==> config.mk <==
export PLATFORM = sky130hd
export DESIGN_NAME = led_pad_driver
export DESIGN_NICKNAME = d
export VERILOG_FILES = /design/src/rtl/led_pkg.sv /design/src/rtl/led_pad_driver_tick_gen.sv /design/src/rtl/led_pad_driver.sv
export SDC_FILE = /design/constraint.sdc
export NUM_CORES = 1
export LEC_CHECK = 0
export CORE_MARGIN = 8
export CORE_UTILIZATION = 50
export DETAILED_ROUTE_END_ITERATION = 10
export GPL_TIMING_DRIVEN = 0
export PLACE_DENSITY = 0.73
export SETUP_SLACK_MARGIN = 0.05
export SYNTH_ARGS = -nofsm -noshare
export SYNTH_HDL_FRONTEND = slang
export SYNTH_SLANG_ARGS = --single-unit
==> constraint.sdc <==
create_clock -name led_clk -period 3.56 [get_ports led_clk]
set_input_delay 0.712 -clock led_clk [delete_from_list [all_inputs] [get_ports led_clk]]
set_output_delay 0.712 -clock led_clk [all_outputs]
set_load 0.02 [all_outputs]
==> src/rtl/led_pkg.sv <==
// rtl/led_pkg.sv - shared constants and state encoding for the LED pad driver
package led_pkg;

  localparam int LED_N = 16;

  typedef enum logic [1:0] {
    ST_CHASE = 2'd0,
    ST_FLASH = 2'd1,
    ST_SHOW  = 2'd2
  } led_state_t;

  localparam logic [LED_N:0] LED_IDLE_WORD = 17'h10000;

endpackage

==> src/rtl/led_pad_driver_tick_gen.sv <==
// rtl/led_pad_driver_tick_gen.sv - led_tick_gen: prescaler that pulses tick once every PRESC_DIV cycles
module led_tick_gen #(
  parameter int PRESC_DIV = 5_000_000
) (
  input  logic clk,
  input  logic rst,
  input  logic clr,
  output logic tick
);

  localparam int W = (PRESC_DIV > 1) ? $clog2(PRESC_DIV) : 1;
  localparam logic [W-1:0] LAST = W'(PRESC_DIV - 1);

  logic [W-1:0] cnt;

  always_ff @(posedge clk or posedge rst) begin
    if (rst) begin
      cnt <= '0;
    end else if (clr || cnt == LAST) begin
      cnt <= '0;
    end else begin
      cnt <= cnt + 1'b1;
    end
  end

  assign tick = (cnt == LAST);

endmodule

==> src/rtl/led_pad_driver.sv <==
// rtl/led_pad_driver.sv - chase/flash/show LED pad driver; LED_PWM_EN adds brightness PWM
module led_pad_driver
  import led_pkg::*;
#(
  parameter int PRESC_DIV   = 5_000_000,
  parameter int FLASH_TICKS = 4
) (
  input  logic             led_clk,
  input  logic             ledrst,
  input  logic [LED_N:0]   led_in,
  input  logic [2:0]       bright,
  output logic [LED_N-1:0] led_pad,
  output logic             led_alive
);

  localparam int FW = $clog2(FLASH_TICKS + 1);
  localparam logic [FW-1:0] FLASH_LAST = FW'(FLASH_TICKS - 1);

  logic [LED_N:0]   led_q;
  led_state_t       state, state_nxt;
  logic [3:0]       chase_pos, chase_nxt;
  logic [FW-1:0]    flash_cnt, flash_nxt;
  logic [LED_N-1:0] raw_nxt;
  logic             tick;
  logic             clr;
  logic             lit;

  led_tick_gen #(.PRESC_DIV(PRESC_DIV)) u_tick (
    .clk  (led_clk),
    .rst  (ledrst),
    .clr  (clr),
    .tick (tick)
  );

  always_ff @(posedge led_clk or posedge ledrst) begin
    if (ledrst) begin
      led_q     <= LED_IDLE_WORD;
      state     <= ST_CHASE;
      chase_pos <= '0;
      flash_cnt <= '0;
      led_pad   <= '0;
      led_alive <= 1'b0;
    end else begin
      led_q     <= led_in;
      state     <= state_nxt;
      chase_pos <= chase_nxt;
      flash_cnt <= flash_nxt;
      led_pad   <= raw_nxt & {LED_N{lit}};
      led_alive <= (state_nxt != ST_CHASE);
    end
  end

  // Loss of data (led_q[16]) overrides any tick or flash completion in the same cycle.
  always_comb begin
    state_nxt = state;
    chase_nxt = chase_pos;
    flash_nxt = flash_cnt;
    case (state)
      ST_CHASE: begin
        if (!led_q[LED_N]) state_nxt = ST_FLASH;
        else if (tick)     chase_nxt = chase_pos + 4'd1;
      end
      ST_FLASH: begin
        if (led_q[LED_N]) begin
          state_nxt = ST_CHASE;
        end else if (tick) begin
          if (flash_cnt == FLASH_LAST) state_nxt = ST_SHOW;
          else                         flash_nxt = flash_cnt + 1'b1;
        end
      end
      ST_SHOW: begin
        if (led_q[LED_N]) state_nxt = ST_CHASE;
      end
      default: state_nxt = ST_CHASE;
    endcase
    // Every state entry starts clean: chase at 0001, flash count at zero.
    if (state_nxt != state) begin
      chase_nxt = '0;
      flash_nxt = '0;
    end
    case (state_nxt)
      ST_CHASE: raw_nxt = LED_N'(1) << chase_nxt;
      ST_FLASH: raw_nxt = '1;
      default:  raw_nxt = led_q[LED_N-1:0];
    endcase
  end

  assign clr = (state_nxt != state);

`ifdef LED_PWM_EN
  logic [2:0] pwm_cnt;

  always_ff @(posedge led_clk or posedge ledrst) begin
    if (ledrst) pwm_cnt <= '0;
    else        pwm_cnt <= pwm_cnt + 3'd1;
  end

  assign lit = (pwm_cnt <= bright);
`else
  logic unused_bright;
  assign unused_bright = ^bright;
  assign lit = 1'b1;
`endif

endmodule
==> impl_metrics.json, run 1 <==
{
  "status": "complete, no violations",
  "synthToLayoutAreaGrowth_pct": 23.2,
  "crit_path_start_kind": "register",
  "fill_cells": 470,
  "p_per_area_nw_per_um2": 436,
  "ys_ff_latch": 66,
  "synth_area_leaders": "dfrtp_1, nor2_1, xnor2_1, nand2_1, xor2_1",
  "cts_sinks": 66,
  "grt_pass1_wl_um": 11000,
  "critPathRequiredTime_ns": 3.80,
  "clk_pin_slew_ns": 0.07,
  "antenna_found_initial": 0,
  "met2_length_um": 3110,
  "dpl_cell_area_um2": 3530,
  "final-hold-violation-count": 0,
  "worstPathMaxFanout": 10,
  "hold_path_class": "reg -> reg",
  "tightestPinTransition_ns": 0.793,
  "crit_type": "reg -> reg",
  "m1WireLength_um": 2770,
  "syn_inst": 297,
  "fin_hold_ws_ns": 0.482,
  "p_total_mw": 1.65,
  "final_area_um2": 3780,
  "drc": 0,
  "drv_cap": 0,
  "dp_cells": 408,
  "fin_crit_ns": 2.60,
  "max_slew_margin": 0.470,
  "grt-ovfl-total": 0,
  "rsz0062_at_grt": "no",
  "min_period_over_period": 0.730,
  "grt_start_max_net_pins": 39,
  "first_pass_iters": 4,
  "cts_hold_buf": 0,
  "irDropWorstVdd_v": 0.000339,
  "crit_arrival_ns": 2.84,
  "ys.flop_type": "dfrtp_1",
  "routed_wl_um": 6280,
  "fp.dieW_um": 94.3,
  "design.core.area_um2": 5920,
  "dieArea_um2": 8890,
  "h-tree-depth": 3,
  "postCtsSetupRepairBufs": 0,
  "die_h_um": 94.3,
  "setup_viol": 0,
  "yosysTopAreaCellShare": 0.531,
  "fin_cells": 424,
  "start_util": 0.518,
  "p_leak_nw": 1.58,
  "yosysWarningCount": 0,
  "grt_use_total": 0.159,
  "synth_edf_count": 0,
  "synth_area_um2": 3070,
  "nets": 370,
  "fmax_mhz": 385,
  "wl_per_cell_um": 14.8,
  "grt_pass1_vias": 2283,
  "setup.worst_path.end_class": "register",
  "cts_resized": 0,
  "clock-root-buffer": "clkbuf_8",
  "route.met3.wl_um": 331,
  "clock_skew_ns": 0.00856,
  "layout-drive-gt1-share": 0.0888,
  "place.port_buffers": 35,
  "clk_latency_ns": 0.35,
  "yosysTopAreaCell": "dfrtp_1",
  "drt_iter0_markers": 120,
  "viasPerCell": 5.37,
  "synth_cell_types": 52,
  "slew_viol_final": 0,
  "ys_async_sr_fraction": 1.00,
  "io_pins": 39,
  "gp_congestion": 0.892,
  "synth_fp_nets": 323,
  "tns_ns": 0,
  "cts_max_path_buffers": 2,
  "ys_seq_area_frac": 0.539,
  "numCtsBuffers": 9,
  "tritoncts": "yes",
  "vias": 2278,
  "antenna_cells": 0,
  "top_layer": "met4",
  "hpwl_um": 4520,
  "avgSynthCellArea_um2": 10.3,
  "rows": 28,
  "antenna_left": 0
}
[kinds of logic (layout without fill, tap and decap cells)]
kind of cell	after synthesis	after routing	synth area share
and+or+nand+nor	141	141	0.248
DFF	66	66	0.539
AOI/OAI and AO/OA	34	34	0.0800
xor gates and xnor gates	29	29	0.0829
buffers and inverters	21	73	0.0269
adders and majority gates	4	4	0.0163
muxes	2	2	0.00653
[per-layer routing]
metal | track usage | vias up
li1 | - | 1125
met1 | 0.191 | 1106
met2 | 0.261 | 39
met3 | 0.0520 | 8
met4 | 0.0515 | 0
met5 | 0 | -
[cells in the final DEF (no fill, tap or decap), drive strengths merged, types with 2 or more instances in the layout]
cell,count
nand2b,3
nor4b,2
nand2,26
or2,2
inv,11
clkbuf,18
o22ai,2
nor3b,2
nor4,9
nor3,14
and3b,2
nand4,7
o31a,3
a21oi,5
clkinv,2
ha,4
xor2,9
buf,5
mux2i,2
dfrtp,65
clkdlybuf4s50,35
a31oi,2
xnor2,20
a311oi,2
and3,2
bufinv,2
o21ai,5
and2,4
and4,2
a221oi,3
nor2,52
nand3,9
a41oi,2
or3,3
[worst max-delay path, stage by stage (launching register included)]
cell and delay [ns]:
dfrtp_1 0.42, nor4_1 0.37, nand2_1 0.31, nor3_4 0.45, a41oi_1 0.39, buf_2 0.32, o211a_1 0.22
[layout make-up]
| cell class | instances | area (µm²) | share of cell area |
|---|---|---|---|
| flip-flops and latches | 66 | 1650 | 0.438 |
| multi-input cells | 210 | 1330 | 0.352 |
| repair buffers | 36 | 370 | 0.0980 |
| clock buffers | 13 | 179 | 0.0474 |
| well taps | 75 | 93.8 | 0.0248 |
| clock inverters | 3 | 68.8 | 0.0182 |
| inverters | 12 | 45.0 | 0.0119 |
| plain buffers | 9 | 37.5 | 0.00994 |
[registers in the layout, indices dropped and copies added (netlist names)]
register	count
u_tick.cnt	23
led_q	17
led_pad	16
chase_pos	4
flash_cnt	3
state	2
led_alive	1
[worst paths after layout]
check	from	end	slack [ns]	depth (start not counted)
worst max-delay path	u_tick.cnt[6]	led_pad[14]	0.96	6
worst min-delay path	flash_cnt[2]	flash_cnt[2]	0.48	2
worst max register to register	u_tick.cnt[6]	led_pad[14]	0.96	6
worst min register to register	flash_cnt[2]	flash_cnt[2]	0.48	2
max in group asynchronous	ledrst	led_q[11]	2.10	3
min in group asynchronous	ledrst	u_tick.cnt[17]	0.83	2
[metrics by stage]
stage / utilization / setup WS [ns]
2_1_floorplan: - / 1.19
3_3_place_gp: 0.593 / 0.151
3_5_place_dp: 0.596 / 0.949
4_1_cts: 0.638 / 0.916
5_1_grt: 0.638 / 0.757
6_report: 0.638 / 0.963
[synthesized netlist by cell type (3+ instances only)]
master    count
nor4_1        6
dfrtp_1      65
ha_1          4
a21oi_1       5
nand2b_1      3
nor3_1       13
nor2_1       52
a221oi_1      3
o31a_1        3
or3_1         3
and2_1        3
xor2_1        9
nand3_1       9
xnor2_1      20
inv_1        11
nand2_1      26
clkbuf_1      5
buf_2         3
o21ai_0       5
nand4_1       6
[power breakdown]
group	leakage, nW	switching, mW	internal [mW]
Clock	0.126	0.276	0.472
Combinational	0.609	0.0652	0.0511
Sequential	0.847	0.00797	0.773
No activity file was read; power rests on OpenSTA's default activity.
==> run 2: changes to the inputs <==
- clock period: 3.56 -> 2.6 ns (I/O delays scaled with it)
==> impl_metrics.json, run 2 (same netlist as run 1, synthesis figures left out) <==
{
  "design.core.area_um2": 5920,
  "tightestPinTransition_ns": 0.792,
  "swShare": 0.213,
  "clock-root-buffer": "clkbuf_8",
  "reg_top3": "u_tick.cnt x23, led_q x17, led_pad x16",
  "seqPwrFrac": 0.474,
  "p_clk_frac": 0.455,
  "critical_path_cell_count": 7,
  "dpl_cell_area_um2": 3530,
  "cts_max_path_buffers": 2,
  "fin_crit_ns": 2.42,
  "antenna_found_initial": 0,
  "routed_wl_um": 6410,
  "fill_cells": 466,
  "cp_top_family": "simple AND/OR/NAND/NOR gates",
  "wl_per_cell_um": 14.8,
  "max_stage_delay_ns": 0.46,
  "tritoncts": "yes",
  "p_leak_nw": 1.63,
  "h-tree-depth": 3,
  "fp.dieW_um": 94.3,
  "crit_type": "reg -> reg",
  "slowest_stage": "nor4_1",
  "cts_hold_buf": 0,
  "max_slew_margin": 0.471,
  "crit_arrival_ns": 2.62,
  "dp_worst_setup_slack_ns": -0.0108,
  "worstPathMaxFanout": 7,
  "layout.cells.most_common": "dfrtp_1",
  "path_buf_inv": 1,
  "power.switching_mw": 0.479,
  "vias": 2319,
  "rows": 28,
  "layout-drive-gt1-share": 0.115,
  "final_cell_mix": "dfrtp_1, nor2_1, clkdlybuf4s50_1, nand2_1, xnor2_1",
  "crit_path_cell_trace": "nor4_1 -> nand2_2 -> nor4_4 -> buf_4 -> or3_1 -> and4_1 -> a311oi_1",
  "rsz0062_at_grt": "no",
  "final_area_um2": 3850,
  "drc": 0,
  "drt_iter0_markers": 127,
  "die_h_um": 94.3,
  "synthToLayoutAreaGrowth_pct": 25.5,
  "crit_path_start": "u_tick.cnt[6]",
  "numCtsBuffers": 9,
  "p_total_mw": 2.25,
  "internal-power_mw": 1.77,
  "clk_pin_slew_ns": 0.07,
  "nets": 378,
  "grt_start_max_net_pins": 39,
  "fin_ws_ns": 0.177,
  "tns_ns": 0,
  "grt_pass1_vias": 2285,
  "fin_hold_ws_ns": 0.482,
  "slew_viol_final": 0,
  "clock_skew_ns": 0.00988,
  "critical_path.reg2reg.endpoint": "led_pad[0]",
  "reg2reg_depth": 7,
  "hpwl_um": 4520,
  "irDropWorstVdd_v": 0.000465,
  "status": "complete, no violations",
  "grt_use_total": 0.159,
  "critPathRequiredTime_ns": 2.79,
  "largest_register_ffs": 23,
  "setup.worst_path.end_class": "register",
  "crit_end": "led_pad[0]",
  "fmax_mhz": 413,
  "antenna_left": 0,
  "regMostFlops": "u_tick.cnt",
  "min_period_over_period": 0.932,
  "antenna_cells": 0,
  "hold_path_class": "reg -> reg",
  "min_from": "flash_cnt[2]",
  "reg2reg_slack_ns": 0.18,
  "start_util": 0.518,
  "setup_viol": 0,
  "clk_latency_ns": 0.34,
  "viasPerCell": 5.37,
  "crit_path_start_kind": "register",
  "io_pins": 39,
  "first_pass_iters": 4,
  "drv_cap": 0,
  "grt-ovfl-total": 0,
  "p_comb_frac": 0.071,
  "p_per_area_nw_per_um2": 586,
  "final-hold-violation-count": 0,
  "timing.rr.start": "u_tick.cnt[6]",
  "dieArea_um2": 8890,
  "cts_sinks": 66,
  "gp_congestion": 0.892,
  "grt_pass1_wl_um": 11000,
  "place.port_buffers": 35
}
[run 2: timing repair]
item | in CTS | in global routing
setup buffers | 0 | 8
resized for setup | 1 | 1
endpoints found under the setup margin | 11 | 36
pin swaps | 0 | 2
[run 2: worst reg2reg max path, stage by stage, from the launching register on]
cell and delay [ns]:
dfrtp_1 0.43, nor4_1 0.46, nand2_2 0.25, nor4_4 0.46, buf_4 0.21, or3_1 0.09, and4_1 0.30, a311oi_1 0.07
[run 2: final cells by class]
cell class | count | area (µm²) | share of cell area
buffer | 9 | 37.5 | 0.00976
clock inverter | 3 | 68.8 | 0.0179
inverter | 12 | 45.0 | 0.0117
clock buffer | 13 | 179 | 0.0465
timing repair buffer | 44 | 430 | 0.112
sequential | 66 | 1650 | 0.430
tap | 75 | 93.8 | 0.0244
multi-input combinational | 210 | 1340 | 0.348
[run 2: worst min path at each step]
stage / slack (ns) / cells after the start / end
after CTS: 0.49 / 2 / flash_cnt[2]
final: 0.48 / 2 / flash_cnt[2]
after floorplan: 0.45 / 2 / flash_cnt[2]
after global placement: 0.47 / 2 / flash_cnt[2]
after global routing: 0.51 / 1 / u_tick.cnt[0]
after detailed placement: 0.48 / 2 / flash_cnt[2]
[run 2: stage by stage]
step	std cells	utilization
2_1_floorplan	297	-
3_3_place_gp	407	0.593
3_5_place_dp	408	0.596
4_1_cts	424	0.639
5_1_grt	432	0.650
6_report	432	0.650
[run 2: power by group through the flow]
stage               registers [mW]  logic, mW  clock network (mW)
finish                        1.07      0.160                1.02
global route                  1.07      0.176                1.10
CTS                           1.07      0.163                1.05
detailed placement            1.09      0.161                   0
global placement              1.09      0.155                   0
floorplan                     1.10     0.0654                   0
[run 2: metal layers]
layer | track usage | vias to the layer above | share of wire
met1 | 0.191 | 1124 | 0.44
li1 | - | 1144 | -
met5 | 0 | - | 0
met3 | 0.0520 | 10 | 0.052
met4 | 0.0515 | 0 | 0.012
met2 | 0.262 | 41 | 0.49
